==> src/rtl/mem_port_arbiter.sv <==
// Arbitrates a single-port unified memory between the multicycle CPU and the boot/debug loader.
// One transfer in flight at a time: IDLE grants, ACCESS holds strobes LATENCY cycles, DONE acks.
module mem_port_arbiter #(
    parameter int unsigned AW           = 32,
    parameter int unsigned DW           = 32,
    parameter int unsigned LATENCY      = 2,
    parameter int unsigned LDR_PRIORITY = 0
) (
    input  logic          clk,
    input  logic          rst,
    input  logic          cpu_req,
    input  logic          cpu_we,
    input  logic [AW-1:0] cpu_addr,
    input  logic [DW-1:0] cpu_wdata,
    output logic [DW-1:0] cpu_rdata,
    output logic          cpu_ack,
    input  logic          ldr_req,
    input  logic          ldr_we,
    input  logic [AW-1:0] ldr_addr,
    input  logic [DW-1:0] ldr_wdata,
    output logic [DW-1:0] ldr_rdata,
    output logic          ldr_ack,
    output logic          mem_re,
    output logic          mem_we,
    output logic [AW-1:0] mem_addr,
    output logic [DW-1:0] mem_wdata,
    input  logic [DW-1:0] mem_rdata,
    output logic          busy
);

    typedef enum logic [1:0] {StIdle, StAccess, StDone} state_t;

    localparam logic [3:0] CntInit = 4'(LATENCY - 1);

    state_t        state;
    logic [3:0]    count;
    logic          last_ldr;   // 1 when the loader received the most recent grant
    logic          win_ldr;
    logic          we_r;
    logic [AW-1:0] addr_r;
    logic [DW-1:0] wdata_r;

    logic          grant_ldr;
    logic          sel_we;
    logic [AW-1:0] sel_addr;
    logic [DW-1:0] sel_wdata;

    // Round-robin tie break favours whoever did not win last; reset leaves last_ldr set.
    always_comb begin
        if (LDR_PRIORITY != 0) begin
            grant_ldr = ldr_req;
        end else begin
            grant_ldr = ldr_req & (~cpu_req | ~last_ldr);
        end
        sel_we    = grant_ldr ? ldr_we    : cpu_we;
        sel_addr  = grant_ldr ? ldr_addr  : cpu_addr;
        sel_wdata = grant_ldr ? ldr_wdata : cpu_wdata;
    end

    always_ff @(posedge clk or negedge rst) begin
        if (!rst) begin
            state     <= StIdle;
            count     <= 4'd0;
            last_ldr  <= 1'b1;
            win_ldr   <= 1'b0;
            we_r      <= 1'b0;
            addr_r    <= '0;
            wdata_r   <= '0;
            cpu_rdata <= '0;
            ldr_rdata <= '0;
            cpu_ack   <= 1'b0;
            ldr_ack   <= 1'b0;
            mem_re    <= 1'b0;
            mem_we    <= 1'b0;
        end else begin
            cpu_ack <= 1'b0;
            ldr_ack <= 1'b0;
            unique case (state)
                StIdle: begin
                    if (cpu_req || ldr_req) begin
                        win_ldr  <= grant_ldr;
                        last_ldr <= grant_ldr;
                        we_r     <= sel_we;
                        addr_r   <= sel_addr;
                        wdata_r  <= sel_wdata;
                        count    <= CntInit;
                        mem_re   <= ~sel_we;
                        mem_we   <= sel_we;
                        state    <= StAccess;
                    end
                end
                StAccess: begin
                    if (count == 4'd0) begin
                        mem_re <= 1'b0;
                        mem_we <= 1'b0;
                        if (!we_r) begin
                            if (win_ldr) ldr_rdata <= mem_rdata;
                            else         cpu_rdata <= mem_rdata;
                        end
                        if (win_ldr) ldr_ack <= 1'b1;
                        else         cpu_ack <= 1'b1;
                        state <= StDone;
                    end else begin
                        count <= count - 4'd1;
                    end
                end
                StDone: begin
                    state <= StIdle;
                end
                default: begin
                    state <= StIdle;
                end
            endcase
        end
    end

    assign mem_addr  = addr_r;
    assign mem_wdata = wdata_r;
    assign busy      = (state != StIdle);

endmodule

==> config.mk <==
export PLATFORM = sky130hd
export DESIGN_NAME = mem_port_arbiter
export DESIGN_NICKNAME = d
export VERILOG_FILES = /design/src/rtl/mem_port_arbiter.sv
export SDC_FILE = /design/constraint.sdc
export NUM_CORES = 1
export LEC_CHECK = 0
export BUFFER_PORTS_ARGS = -buffer_cell sky130_fd_sc_hd__clkbuf_2
export CORE_MARGIN = 2
export CORE_UTILIZATION = 25
export DETAILED_ROUTE_END_ITERATION = 8
export GPL_TIMING_DRIVEN = 0
export HOLD_SLACK_MARGIN = 0.03
export MAX_ROUTING_LAYER = met4
export PLACE_DENSITY_LB_ADDON = 0.2
export SYNTH_ARGS = -nofsm -noshare
export SYNTH_HDL_FRONTEND = slang
export SYNTH_SLANG_ARGS = --single-unit
==> constraint.sdc <==
create_clock -name clk -period 1.99 [get_ports clk]
set_input_delay 0.398 -clock clk [delete_from_list [all_inputs] [get_ports clk]]
set_output_delay 0.398 -clock clk [all_outputs]
set_load 0.005 [all_outputs]
---- Word-level counts from Yosys, hierarchy flattened ----
Index checks and enable logic that the tools add are counted.
storage, ports and cells
  input bits .............................. 166
  memories kept ........................... 0
  memory bits (read-only) ................. 0
  bits in latches ......................... 0
  register bits ........................... 141
  memory bits (writable) .................. 0
  word-level logic and storage cells ...... 56
operators by class
  equality and inequality tests ........... 4
  divide/modulo/power cells ............... 0
  reduce and logical (&&, ||, !) cells .... 11
  shift operators ......................... 0
  $add $sub $neg .......................... 1
  magnitude comparators ................... 0
  bitwise operators ....................... 7
  mux-type cells .......................... 20
  multiply operators ...................... 0
operator list
  operator                                           count
  two-way mux 32 bit                                 2
  two-way mux 1 bit                                  10
  two-way mux 4 bit                                  2
  case mux 4 bit (2 select lines)                    1
  AND reduction 4 bit                                2
  inequality test 2 bit (second input constant)      3
  AND reduction 3 bit                                2
  inverter 1 bit                                     5
  logical NOT 4 bit                                  1
  two-way mux 2 bit                                  2
  case mux 1 bit (2 select lines)                    2
  case mux 2 bit (2 select lines)                    1
  AND reduction 2 bit                                2
  nonzero test 2 bit                                 2
  subtractor 4 x 1 -> 4 bit (second input constant)  1
  == test 2 x 1 -> 1 bit (second input constant)     1
  logical NOT 2 bit                                  1
  AND 1 bit                                          1
  logical OR 1 bit                                   1
  OR 1 bit                                           1

---- Longest topological paths before layout ----
Gate-level depths: netlist of run 1.
  word-level depth ........................ 7
  depth in mapped cells ................... 7
  depth with buffers taken out ............ 5

---- Worst setup path before layout of run 1 ----
Ideal clock, no wire load.
  kind .................................... reg2reg
  start point ............................. register count[0]
  end point ............................... register cpu_rdata[0]
  setup slack ............................. 0.243 ns
  data required time ...................... 1.862 ns
  arrival ................................. 1.620 ns
  path buffers ............................ 2
  stages on the path, launching flop included .. 8
  clock period less this slack ............ 1.747 ns
  cells stage by stage .................... dfrtp_1 inv_1 ha_1 nor3b_1 and3b_1 buf_2 buf_4 mux2_1
on the way
  cells in the longest elaborated chain, start to end .. 2
ends and longest elaborated chain
  item                                  RTL line  RTL
  from (decl)                           36        logic [3:0] count;
  from (signal assigned)                86        count <= CntInit;
  from (signal assigned)                104       count <= count - 4'd1;
  logical NOT 4 bit                     93        if (count == 4'd0) begin
  AND reduction 4 bit (no source line)  -
  to (signal assigned)                  98        else cpu_rdata <= mem_rdata;
  to (decl)                             15        output logic [DW-1:0] cpu_rdata,
No other way between the ends.
A chain may end at the register's enable or synchronous reset.

---- Worst setup path after layout of run 1 ----
  start point ............................. register count[0]
  end point ............................... register cpu_rdata[27]
The elaborated chain is that of the path after synthesis.

==> results.md, run 1 <==
CTS:
- The number of buffers added by the clock tree synthesis step is 17.
- The insertion delay to the later sink of the worst-skew pair is 0.41 ns.
- The clock sink count is 141.
- The worst-case clock buffer depth is 2.
- The number of H-tree levels is 4.
- The TritonCTS clock tree is done.
- The cell sitting at the root of the clock tree is a clkbuf_16.
- Clock-pin slew was measured on the worst setup and hold paths at 0.06 ns.

Place:
- The last weighted congestion value of the routability-driven placer is 0.735.
- The count of buffers added on input and output ports is 298.
- Once placement completed, the tool counted placed cells totaling 1,098.
- At the placement stage, the worst setup path has a slack of -0.190 ns.
- Once placement finished, the instance area stood at 0.00794 mm².
- The detailed-placement wirelength estimate is 13,200 µm.

Worst setup path:
- STA classifies the critical path endpoint as a flop.
- The kind of start point of the critical path is a flop.
- The critical path in this run is classified as reg -> reg.
- The data arrival at the endpoint of the critical path is 2.15 ns.
- The register-to-register setup slack is 0.13 ns.
- For this run, the slowest stage of the critical path takes 0.40 ns.
- The slowest cell on the critical path is dfrtp_1.
- At the worst endpoint, the required time is 2.28 ns.
- The maximum fanout count along the critical path is 10.
- Walking the worst path, the cells encountered are inv_1, ha_2, nor3b_4, and3b_1, buf_6, buf_8, mux2_1.

Yosys:
- The synthesized area is 0.00602 mm².
- The biggest area contributor in the post-synthesis netlist is dfrtp_1.
- By count the netlist is led by dfrtp_1 (140), o21ai_1 (98), mux2i_1 (65), mux2_1 (64), o21ai_0 (28).
- The share of the synthesized area in the top cell type is 0.582.
- The dominant cell by count in the synthesized netlist is dfrtp_1.
- The most common flop cell mapped by yosys is dfrtp_1.
- A synthesized cell averages 12.5 µm².
- The cell count after synthesis came out at 480.
- The number of synthesized flops with an enable pin is 0.
- Counting flops with an async set or reset pin after synthesis yields a share of 1.00.
- The count of synthesis-stage warnings from yosys is 0.
- The synthesized design contains 141 register bits.
- By area the synthesized netlist is led by dfrtp_1 (58%), mux2_1 (12%), mux2i_1 (11%).
- The number of different library cells used by synthesis comes to 40.
- Counting every net in the synthesized netlist gives 648.
- The sequential cell area fraction in the yosys report is 0.587.

Route:
- The pre-antenna-repair detailed-routing pass consisted of 4 iterations.
- The routed design has 17,600 µm of wire.
- After the first detailed-routing iteration, the DRC count stood at 166.
- Detailed routing inserted a total of 4,947 vias.
- Using the TritonRoute via totals, the vias-per-cell ratio works out to 4.38.
- The number of design rule violations left after detail routing is 0.
- In this run the remaining antenna-violating nets after routing total 0.
- After detailed routing, the average wire length per cell comes to 15.6 µm.

STA:
- The count of endpoints failing hold in the final timing report came to 0.
- Setup total negative slack on the finished layout was measured at 0 ns.
- The worst path meets setup with 0.127 ns of slack.
- The number of max-slew violations in the final report is 0.
- The final critical-path required period is 1.86 ns.
- The tightest hold path in the finished design has a slack of 0.211 ns.
- For the pin with the worst max-slew slack, the measured transition is 1.00 ns.
- Headroom to the max-slew limit came out at 0.330.
- The maximum achievable frequency is 537 MHz.
- The final clock period utilization by the worst path is 0.936.
- Setup violations remaining at the end of the flow were counted as 0.
- The clock arrives with 0.0115 ns of skew.

GRT:
- The wire length of the first global-routing pass is 28,300 µm.
- The initial antenna violation count is 0.
- Summed over all layers, the global routing overflow is 0.
- The via count of the first global-routing pass came to 5,150.
- The overall global routing resource usage is 0.146.
- Entering global routing, the biggest net connects 94 pins.

Final layout:
- After routing the design area is 0.00868 mm².
- After the flow finishes, the layout carries non-filler instances totaling 1,130.
- The number of antenna diodes in the final layout is 0.
- The sequential cells in the finished layout cover a total of 0.00353 mm².
- The area added between synthesis and finish is 44.2%.
- Fill cells in the final layout number 2,430.
- The share of post-route cells with drive strength above 1 is 0.438.
- The net count reported at finish is 968.
- The total area of multi-input combinational cells is 0.00232 mm².

Floorplan:
- The die covers 0.0253 mm².
- The vertical die dimension is 159 µm.
- In this run the core area contains 56 standard-cell rows.
- The number of placed I/O pins is 299.
- The initial utilization of the core area, before any placement, comes to 0.256.
- The area of the core region is 0.0235 mm².
- In this run the horizontal extent of the chip is 159 µm.

Power and ir drop:
- The maximum resistive drop on vdd is 0.406 mV.
- The leakage power figure is 4.27 nW.
- In this run the power density over the cells is 1520 mW/mm².

Flow run:
- The tool flagged a number of max-cap violations equal to 0.

Status:
- The flow ran to the end, and the final reports show no timing, DRC or antenna violations.

Worst hold path:
- The path class of the tightest hold or removal check is in -> reg.
==> critical path, delay by kind of cell, from the launching register on <==
kind / cells / cell delay (ns)
and+or+nand+nor: 2 / 0.41
muxes: 1 / 0.33
DFF: 1 / 0.40
buffers and inverters: 3 / 0.39
adders and majority gates: 1 / 0.20
==> cell families (layout without fill, tap and decap cells) <==
logic type      count (synthesis)  after routing  share of synthesized area
compound gates                145            145                      0.126
flops                         141            141                      0.587
mux                           129            129                      0.228
buf+inv                        40            371                     0.0316
simple gates                   22             22                     0.0225
fa+ha+maj                       2              2                    0.00416
xor+xnor                        1              1                    0.00146
==> power by group <==
group	switching (mW)	internal (mW)	total [mW]
combinational	2.38	2.25	4.63
sequential	0.747	4.27	5.02
clock	1.23	2.28	3.52
total	4.36	8.80	13.2
==> through the flow <==
stage               total power [mW]   util
floorplan                       7.29      -
global placement                9.64  0.336
CTS                             13.3  0.366
detailed placement              9.71  0.337
finish                          13.2  0.369
global route                    14.2  0.369
==> final timing paths <==
path	start	endpoint	cells past startpoint
worst min-delay path	cpu_req	last_ldr	2
worst max-delay path	count[0]	cpu_rdata[27]	7
worst max register to register	count[0]	cpu_rdata[27]	7
worst min register to register	cpu_rdata[17]	cpu_rdata[17]	1
min in group asynchronous	rst	ldr_rdata[8]	2
max in group asynchronous	rst	mem_addr[10]	3
==> cell type report <==
class                      instances  share of cell area
multi-input combinational        299               0.267
tap                              319              0.0460
sequential                       141               0.407
clock buffer                      20              0.0526
timing repair buffer             303               0.180
buffer                            33              0.0232
inverter                           5             0.00245
clock inverter                    10              0.0216
==> cell usage in the layout, fill, tap and decap left out, types with 2 or more instances in the layout <==
master	netlist	layout
a21oi_1	8	8
a31oi_1	2	2
buf_1	4	3
buf_12	0	2
buf_2	11	9
buf_4	7	7
bufinv_16	0	5
clkbuf_1	13	14
clkbuf_16	0	17
clkbuf_2	0	297
clkbuf_8	0	3
clkinvlp_4	0	2
dfrtp_1	140	140
inv_1	4	4
mux2_1	64	64
mux2i_1	65	65
nand2_1	3	3
nand2b_1	2	2
nor2_1	2	2
nor3_1	3	3
o21ai_0	28	28
o21ai_1	98	98
==> what timing repair did <==
item | CTS | global route
endpoints found under the hold margin | 48 | 0
hold buffers | 1 | 0
gates resized for setup | 6 | 11
setup buffers | 0 | 3
setup endpoints to repair | 61 | 56
pin swaps | 0 | 1
==> registers in the layout (all words and copies together) (netlist names) <==
name       count
win_ldr        1
state          2
last_ldr       1
mem_re         1
mem_wdata     32
count          4
mem_addr      32
mem_we         1
ldr_rdata     32
cpu_rdata     32
we_r           1
ldr_ack        1
cpu_ack        1
==> layer usage <==
| layer | up-vias | GRT usage | share of wire |
|---|---|---|---|
| met3 | 12 | 0.0461 | 0.073 |
| met4 | 0 | 0.0380 | 0.010 |
| met2 | 202 | 0.227 | 0.46 |
| met5 | - | - | 0 |
| met1 | 2357 | 0.184 | 0.45 |
| li1 | 2376 | - | - |
No activity file was read; power rests on OpenSTA's default activity.
==> run 2, diff against run 1 <==
--- a/config.mk
+++ b/config.mk
@@ -5,7 +5,9 @@
 export SDC_FILE = /design/constraint.sdc
 export NUM_CORES = 1
 export LEC_CHECK = 0
+export ABC_AREA = 1
 export BUFFER_PORTS_ARGS = -buffer_cell sky130_fd_sc_hd__clkbuf_2
+export CORE_ASPECT_RATIO = 2
 export CORE_MARGIN = 2
 export CORE_UTILIZATION = 25
 export DETAILED_ROUTE_END_ITERATION = 8
==> constraint.sdc (replaced) <==
create_clock -name clk -period 2.1 [get_ports clk]
set_input_delay 0.42 -clock clk [delete_from_list [all_inputs] [get_ports clk]]
set_output_delay 0.42 -clock clk [all_outputs]
set_load 0.005 [all_outputs]
==> results.md, run 2 <==
CTS:
- In this run, post-CTS repair resized a total of 0 instances.
- The post-CTS setup-driven buffer insertion count is 0.
- The clock transition at the register clock pins on the worst setup and hold paths after CTS is 0.06 ns.
- The clock net in this run drives a total of 141 sinks.
- The TritonCTS clock tree is done.
- The root buffer cell chosen for the clock tree is clkbuf_16.
- The worst-case clock buffer depth is 2.
- The H-tree generated during clock tree synthesis spans 4 levels.
- Clock latency on the worst-skew pair, taken at its later pin, is 0.45 ns.
- The hold buffer count at cts is 1.
- The number of buffers added by the clock tree synthesis step is 17.

Worst hold path:
- The launch point of the worst hold path is mem_rdata[26].
- The tightest min-delay check is of the in -> reg type.

Floorplan:
- The floorplan die area is 0.0267 mm².
- 299 I/O pins were placed.
- From bottom edge to top edge, the die measures 229 µm.
- For this configuration, the core starts out at a cell density of 0.254.
- The area of the core region is 0.0249 mm².
- The die is 117 µm wide.
- The row count is 82.

STA:
- The slack of the critical path is 0.436 ns.
- Derived from the worst setup path, the maximum achievable clock frequency is 601 MHz.
- Subtracting the final worst setup slack from the clock period gives 1.66 ns.
- In this run the tightest slew margin relative to its limit is 0.596.
- Setup repair after global routing left no endpoint under its margin.
- Setup violations remaining at the end of the flow were counted as 0.
- The number of max-slew violations in the final report was 0.
- The final clock period utilization by the worst path is 0.792.
- The count of endpoints failing hold in the final timing report is 0.
- At the pin with the least slew margin, the transition time is 0.606 ns.
- On the final layout, the worst clock skew is 0.00619 ns.

Yosys:
- The average instance in the mapped netlist occupies 7.62 µm².
- The mapped netlist covers 0.00633 mm².
- The most common flop cell mapped by yosys is dfrtp_1.
- The fraction of registers with async set or reset after synthesis is 1.00.
- In this run, synthesis inferred 0 flip-flops with an integrated enable.
- Ranked by instance count, the synthesized netlist is headed by nand2_1 (542), dfrtp_1 (140), nand3_1 (72), buf_2 (26).
- The share of the synthesized area in the top cell type is 0.553.
- The share of the Yosys chip area taken by registers is 0.558.
- The netlist uses 19 different library cells.
- The number of nets in the synthesized netlist is 999.
- For this run, the number of Yosys warnings is 0.
- After synthesis the netlist holds a flip-flop and latch count of 141.
- The dominant cell by count in the synthesized netlist is nand2_1.
- Synthesis handed over a netlist of 831 instances.
- Ranked by total cell area, the synthesized netlist is headed by dfrtp_1 (55%), nand2_1 (32%), nand3_1 (5.7%).
- The library cell with the largest summed area after synthesis is dfrtp_1.

GRT:
- The initial antenna violation count is 1.
- The pin count of the biggest net entering global routing is 99.
- For this run the aggregate overflow at the end of global routing stands at 0.
- For this run, the total global-route usage over all layers was measured as 0.172.
- The via count of the first global-routing pass came to 6,346.
- The first global-routing pass estimated 33,600 µm of wire.

Route:
- The total via count after detailed routing is 6,309.
- The detailed router put a total of 7680 µm of wire on met1.
- Summed over all nets, wire length on met3 after detailed routing comes to 1110 µm.
- The first detailed-routing pass took 7 iterations.
- Routed signal wires occupy layers up through met4.
- Summed over all nets, wire length on met2 after detailed routing comes to 12,200 µm.
- The post-detailed-routing wire length is 21,700 µm.
- In the routed layout, each cell is associated on average with a via count of 4.21.
- In the final routed layout, each cell accounts on average for 14.5 µm.
- Once detail routing completed, the nets flagged for antenna violations numbered 0.
- After detailed routing, the number of remaining DRC violations is 0.
- The first routing iteration left 356 violations.

Worst setup path:
- The startpoint of the worst register-to-register path is count[0].
- The most numerous cell on the critical path is nand2_1.
- The critical path goes through inv_1, ha_1, nand3_1, nor2_4, nand2_1, buf_2, nand2_1, nand2_1.
- The worst setup path is captured at a flop.
- The setup path with the least slack is of type reg -> reg.
- The slowest cell on the critical path is dfrtp_1.
- The kind of start point of the critical path is a flop.
- The critical path starts at count[0].
- Data on the critical path is required at its endpoint by 2.43 ns.
- The highest cell delay on the worst timing path is 0.40 ns.
- The maximum fanout count along the critical path is 10.
- The data arrival at the endpoint of the critical path is 2.00 ns.

Final layout:
- The final non-filler cell total is 1,500.
- The number of fill cells in the layout is 2,781.
- The area growth from synthesis to layout is 40.1%.
- For this run, the share of the core covered by cells in the final layout is 0.356.
- Leaving out fill and tap cells, the most frequent cell in the layout is nand2_1.
- The final instance area is 0.00887 mm².
- The share of post-route cells with drive strength above 1 is 0.321.
- The net count reported at finish is 1,318.
- In the layout the commonest cells are nand2_1 (542), clkbuf_2 (297), dfrtp_1 (140), nand3_1 (72), buf_2 (26).

Place:
- The cell count after placement is 1,466.
- Input and output buffers added on the ports amount to 298.
- The pre-CTS setup slack is 0.257 ns.
- The cell area after placement is 0.00828 mm².
- The HPWL after detailed placement is 16,900 µm.
- The congestion estimate from routability-driven global placement came to 0.822.

Power and ir drop:
- The power density over cell area is 1470 mW/mm².
- The leakage power figure is 5.29 nW.
- The worst-case IR drop observed on VDD is 0.533 mV.

Flow run:
- The number of maximum-capacitance constraint violations is 0.

Status:
- The run finished with clean final reports.
## run 2: cell count changes after synthesis, moves of 7 or more
| cell | previous run | this run |
|---|---|---|
| mux2_1 | 64 | 0 |
| buf_2 | 11 | 26 |
| mux2i_1 | 65 | 0 |
| nand2_1 | 3 | 542 |
| nand3_1 | 1 | 72 |
| o21ai_1 | 98 | 0 |
| o21ai_0 | 28 | 1 |
| a21oi_1 | 8 | 1 |
## run 2: final cells by class
cell class	instances	area, µm²	share of cell area
Buffer	47	254	0.0286
Clock inverter	10	114	0.0128
Inverter	13	48.8	0.00550
Clock buffer	22	464	0.0523
Timing Repair Buffer	300	1540	0.173
Antenna cell	1	2.50	0.000282
Tap cell	336	420	0.0474
Multi-Input combinational cell	630	2500	0.282
Sequential cell	141	3530	0.398
## run 2: cell families (layout without fill, tap and decap cells)
logic type,count (synthesis),in the layout,synth area share
compound gates,3,3,0.00296
other cells,0,1,0
xor+xnor,1,1,0.00138
simple gates,624,624,0.386
flops,141,141,0.558
buf+inv,60,392,0.0478
fa+ha+maj,2,2,0.00395
## run 2: worst paths after layout
kind,endpoint,slack (ns),cells past startpoint
hold reg to reg,ldr_rdata[28],0.47,2
setup reg to reg,ldr_rdata[9],0.44,8
setup / recovery,ldr_rdata[9],0.44,8
hold / removal,cpu_rdata[26],0.22,3
min in group asynchronous,cpu_rdata[7],0.46,2
max in group asynchronous,mem_addr[14],0.79,3
## run 2: power breakdown
| group | leakage [nW] | switching (mW) | internal (mW) |
|---|---|---|---|
| registers | 1.73 | 0.731 | 4.06 |
| clock network | 0.284 | 1.22 | 1.81 |
| logic | 3.28 | 3.18 | 2.04 |
| total | 5.29 | 5.13 | 7.91 |
## run 2: routing by layer
metal,vias up,track usage
met1,2904,0.166
met5,-,-
met2,184,0.315
met3,35,0.0405
li1,3186,-
met4,0,0.0818
## run 2: per-stage QoR
step	power [mW]	hold slack [ns]	TNS [ns]
finish	13.0	0.218	0
global route	14.2	0.211	0
CTS	13.4	0.198	0
detailed placement	10.2	0.383	0
global placement	10.1	0.453	-280.51
floorplan	7.55	0.124	0
## run 2: worst max-delay path: cells and delay by family, from the launching register on
kind                     cells  cell delay [ns]
AND/OR/NAND/NOR              5             0.62
flip-flops                   1             0.40
buffers and inverters        2             0.38
adder cells (fa/ha/maj)      1             0.16
